**src/rtl/pwm_gen_dt.sv**
```systemverilog
// Single complementary PWM leg: shadowed duty register, registered carrier
// compare, and a five-state gate FSM that inserts a both-off deadtime.
module pwm_gen_dt #(
  parameter int WIDTH = 16,
  parameter int DTW   = 8
) (
  input  logic             clk,
  input  logic             rst_n,
  input  logic [WIDTH-1:0] carrier,
  input  logic [WIDTH-1:0] carrier_max,
  input  logic [WIDTH-1:0] D,
  input  logic             load_event,
  input  logic [DTW-1:0]   deadtime,
  input  logic             enable,
  output logic             So_H,
  output logic             So_L,
  output logic [WIDTH-1:0] D_active
);

  typedef enum logic [2:0] {
    OFF,
    LOW,
    DT_H,
    HIGH,
    DT_L
  } state_t;

  state_t           state;
  state_t           state_nxt;
  logic [DTW-1:0]   cnt;
  logic [DTW-1:0]   cnt_nxt;
  logic [DTW-1:0]   dt_load;
  logic             raw;
  logic             raw_q;

  // Zero duty wins over the clamp, so a zero carrier_max cannot force the
  // high side on when no duty has been requested.
  always_comb begin
    raw = 1'b0;
    if (D_active != '0) begin
      raw = (D_active >= carrier_max) ? 1'b1 : (carrier < D_active);
    end
  end

  // A zero deadtime still spends one cycle in the DT state when leaving OFF.
  assign dt_load = (deadtime == '0) ? '0 : deadtime - DTW'(1);

  always_comb begin
    // NOTE: every output of this block gets a default first; any path that
    // skipped an assignment would otherwise infer a latch.
    state_nxt = state;
    cnt_nxt   = cnt;
    if (!enable) begin
      state_nxt = OFF;
      cnt_nxt   = '0;
    end else begin
      case (state)
        OFF: begin
          state_nxt = raw_q ? DT_H : DT_L;
          cnt_nxt   = dt_load;
        end
        LOW: begin
          if (raw_q) begin
            if (deadtime == '0) begin
              state_nxt = HIGH;
            end else begin
              state_nxt = DT_H;
              cnt_nxt   = dt_load;
            end
          end
        end
        DT_H: begin
          if (!raw_q) begin
            state_nxt = LOW;
            cnt_nxt   = '0;
          end else if (cnt == '0) begin
            state_nxt = HIGH;
          end else begin
            cnt_nxt = cnt - DTW'(1);
          end
        end
        HIGH: begin
          if (!raw_q) begin
            if (deadtime == '0) begin
              state_nxt = LOW;
            end else begin
              state_nxt = DT_L;
              cnt_nxt   = dt_load;
            end
          end
        end
        DT_L: begin
          if (raw_q) begin
            state_nxt = HIGH;
            cnt_nxt   = '0;
          end else if (cnt == '0) begin
            state_nxt = LOW;
          end else begin
            cnt_nxt = cnt - DTW'(1);
          end
        end
        default: begin
          state_nxt = OFF;
          cnt_nxt   = '0;
        end
      endcase
    end
  end

  // Gate commands decode the next state so they change on the same edge as
  // the state register and never glitch through combinational logic.
  always_ff @(posedge clk or negedge rst_n) begin
    // NOTE: all state, including the gate outputs, is cleared by the async
    // reset so both switches drop off without waiting for a clock.
    if (!rst_n) begin
      state    <= OFF;
      cnt      <= '0;
      raw_q    <= 1'b0;
      D_active <= '0;
      So_H     <= 1'b0;
      So_L     <= 1'b0;
    end else begin
      // NOTE: non-blocking assignments let raw_q use the old D_active in the
      // same edge that loads a new one.
      state <= state_nxt;
      cnt   <= cnt_nxt;
      raw_q <= raw;
      if (load_event) begin
        D_active <= D;
      end
      So_H <= (state_nxt == HIGH);
      So_L <= (state_nxt == LOW);
    end
  end

endmodule

```
**config.mk**
```make
export PLATFORM = sky130hd
export DESIGN_NAME = pwm_gen_dt
export DESIGN_NICKNAME = d
export VERILOG_FILES = /design/src/rtl/pwm_gen_dt.sv
export SDC_FILE = /design/constraint.sdc
export NUM_CORES = 1
export LEC_CHECK = 0
export ABC_AREA = 1
export CAP_MARGIN = 5
export CORE_AREA = 3 3 64 96
export DETAILED_ROUTE_END_ITERATION = 16
export DIE_AREA = 0 0 67 99
export HOLD_SLACK_MARGIN = 0.05
export PLACE_DENSITY = 0.76
export SLEW_MARGIN = 15
export SYNTH_ARGS = -nofsm -noshare
export SYNTH_HDL_FRONTEND = slang
export SYNTH_SLANG_ARGS = --single-unit
export TNS_END_PERCENT = 10
```
**constraint.sdc**
```tcl
create_clock -name clk -period 1.95 [get_ports clk]
set_input_delay 0.39 -clock clk [delete_from_list [all_inputs] [get_ports clk]]
set_output_delay 0.39 -clock clk [all_outputs]
set_load 0.01 [all_outputs]
```
==> flow_summary.toml <==
[clocking]
clock_latency_ps = 270
root_buffer = "clkbuf_8"
cts_resized = 0
cts_sinks = 30
cts_setup_buffers = 0
numCtsBuffers = 5
clkTransAtPathRegs_ps = 60
cts_tree = "done"
ctsHoldBuffers = 0
htree_levels = 2
clk_path_buf_depth = 2

[sta]
hold_viol_final = 0
fin_skew_ps = 7.56
worst_slew_pin_slew_ps = 437
setup_viol_count_final = 0
period_share_pct = 90.9
rsz0062_at_grt = "no"
slew_headroom_pct = 70.5
max_freq_ghz = 0.564
maxSlewViolCount = 0
fin_crit_ps = 1770

[drt]
route.detailed.drc = 0
first_pass_iters = 4
routed_wl_um = 5920
via_per_inst = 4.84
drt-wirelength-per-cell_um = 11.6
ant_nets = 0
drtIter0Drc = 97
vias = 2459

[outcome]
status = "finished, final reports clean"

[yosys]
synth_cell_types = 25
syn_area_per_cell_um2 = 7.04
ys.warnings.count = 0
ys_seq_area_share_pct = 30.2
synth-seq-cells = 30
netlist_area_mm2 = 0.00248
synth_area_leader_cell = "dfrtp_1"
synth.top_cell.area_share_pct = 30.2
synthCells = 353
synthTopCellsByArea = "dfrtp_1, ha_1, nand2_1"
synth_fp_nets = 447

[worst_setup_path]
cp.buffers_inverters = 2
path_class = "in -> reg"
worstPathCellList = "clkdlybuf4s50_1 -> inv_1 -> ha_1 -> nand4_1 -> nor2_2 -> nor2_1 -> nand2_1 -> o21ai_0 -> nand2_1 -> o21ai_1"
critPathRequiredTime_ps = 2150
cpMostUsedCell = "nand2_1"
reg2reg_to = "So_L$_DFF_PN0_"
r2r-start = "cnt[0]$_DFFE_PN0P_"
critPathLaunchType = "input pin"
slowest_delay_ps = 450
cpLargestDelayFamily = "simple AND/OR/NAND/NOR gates"
cp_max_fo = 7
slowest_stage = "clkdlybuf4s50_1"
crit_arrival_ps = 1970
crit_path_end_kind = "register"
reg2regPathDepth = 10
rrSetupSlack_ps = 370

[grt]
antenna_found_initial = 0
grt_pass1_wl_um = 9980
track_usage_pct = 19.4
grt-ovfl-total = 0
grt_pass1_vias = 2394
grt_max_degree = 33

[layout]
final_cell_mix = "nand2_1, clkdlybuf4s50_1, inv_1"
area_growth_pct = 38.4
finalCoreUtilization_pct = 63.1
antenna-diode-count = 0
n_fill_cell = 506
design_area_mm2 = 0.00344
drive_above_1_share_pct = 4.79
fin_nets = 532
final_common_cell = "nand2_1"

[placement]
portBuffers = 77
place_hpwl_um = 5050
finalWeightedCongestion = 0.880
place_area_mm2 = 0.00336

[floorplanning]
num_rows = 33
die_h_um = 99
num_io_pins = 78
die_width_um = 67
initial_core_util_pct = 45.6
core-area_mm2 = 0.00545
die_area_mm2 = 0.00663

[power_and_ir_drop]
peakVddDrop_v = 0.000327
power_density_mw_per_mm2 = 738
cellLeakagePower_uw = 0.00179

[run]
maxCapViolations = 0

[hold_path]
hold_path_class = "in -> async"
==> synth_stat cells, drive strengths merged <==
cell,n
nand2,93
inv,73
ha,34
o21ai,34
dfrtp,30
nor2,22
a21oi,17
nand3,14
nand4,13
xor2,8
nor3,4
clkbuf,2
o21bai,2
xnor2,2
a21o,1
buf,1
nor4,1
o211ai,1
o31ai,1
==> state kept, by name (all words and copies together), names as in the netlist <==
| name | count |
|---|---|
| D_active | 16 |
| So_H | 1 |
| So_L | 1 |
| cnt | 8 |
| raw_q | 1 |
| state | 3 |
==> power by group <==
group / switching, uW / leakage, uW / internal (uW)
Clock: 207 / 0.0000383 / 245
Sequential: 106 / 0.000377 / 745
Combinational: 699 / 0.00138 / 535
Total: 1010 / 0.00179 / 1520
==> through the flow <==
| stage | worst slack, ps | power (uW) | setup TNS, ps | hold slack [ps] | instances |
|---|---|---|---|---|---|
| 2_1_floorplan | 485 | 1660 | 0 | 94.4 | 353 |
| 3_3_place_gp | -116 | 2070 | -735 | 498 | 501 |
| 3_5_place_dp | -124 | 2100 | -652 | 519 | 501 |
| 4_1_cts | 169 | 2560 | 0 | 520 | 508 |
| 5_1_grt | 44.3 | 2790 | 0 | 550 | 508 |
| 6_report | 178 | 2540 | 0 | 514 | 508 |
==> per-layer routing <==
layer	global-route usage [%]	up-vias	share of wire [%]
met4	6.56	0	1.6
li1	-	1295	-
met2	35.6	76	53
met1	21.1	1080	40
met5	0	-	0
met3	4.22	8	5.4
==> cells by family after synthesis <==
| kind of cell | Yosys count | synth area share, % |
|---|---|---|
| xor+xnor | 10 | 3.52 |
| fa+ha+maj | 34 | 17.1 |
| compound gates | 56 | 12.2 |
| simple gates | 147 | 25.4 |
| buf+inv | 76 | 11.5 |
| flops | 30 | 30.2 |
==> layout make-up <==
class                      count  area [um^2]  area share (%)
multi-input combinational    247         1450            42.1
timing repair buffer          81          801            23.3
sequential                    30          751            21.8
inverter                      73          274            7.97
tap                           70         87.6            2.55
clock buffer                   7         76.3            2.22
==> worst max-delay path by stage <==
| stage | startpoint | to | slack (ps) | cells after the start |
|---|---|---|---|---|
| after global routing | deadtime[0] | cnt[5]$_DFFE_PN0P_ | 40 | 10 |
| after floorplan | deadtime[0] | cnt[5]$_DFFE_PN0P_ | 480 | 9 |
| final | deadtime[0] | cnt[5]$_DFFE_PN0P_ | 180 | 10 |
| after CTS | deadtime[0] | cnt[5]$_DFFE_PN0P_ | 170 | 10 |
| after global placement | deadtime[0] | cnt[5]$_DFFE_PN0P_ | -120 | 10 |
| after detailed placement | deadtime[0] | cnt[5]$_DFFE_PN0P_ | -120 | 10 |
Note: power is estimated with default switching activity, not from simulation.
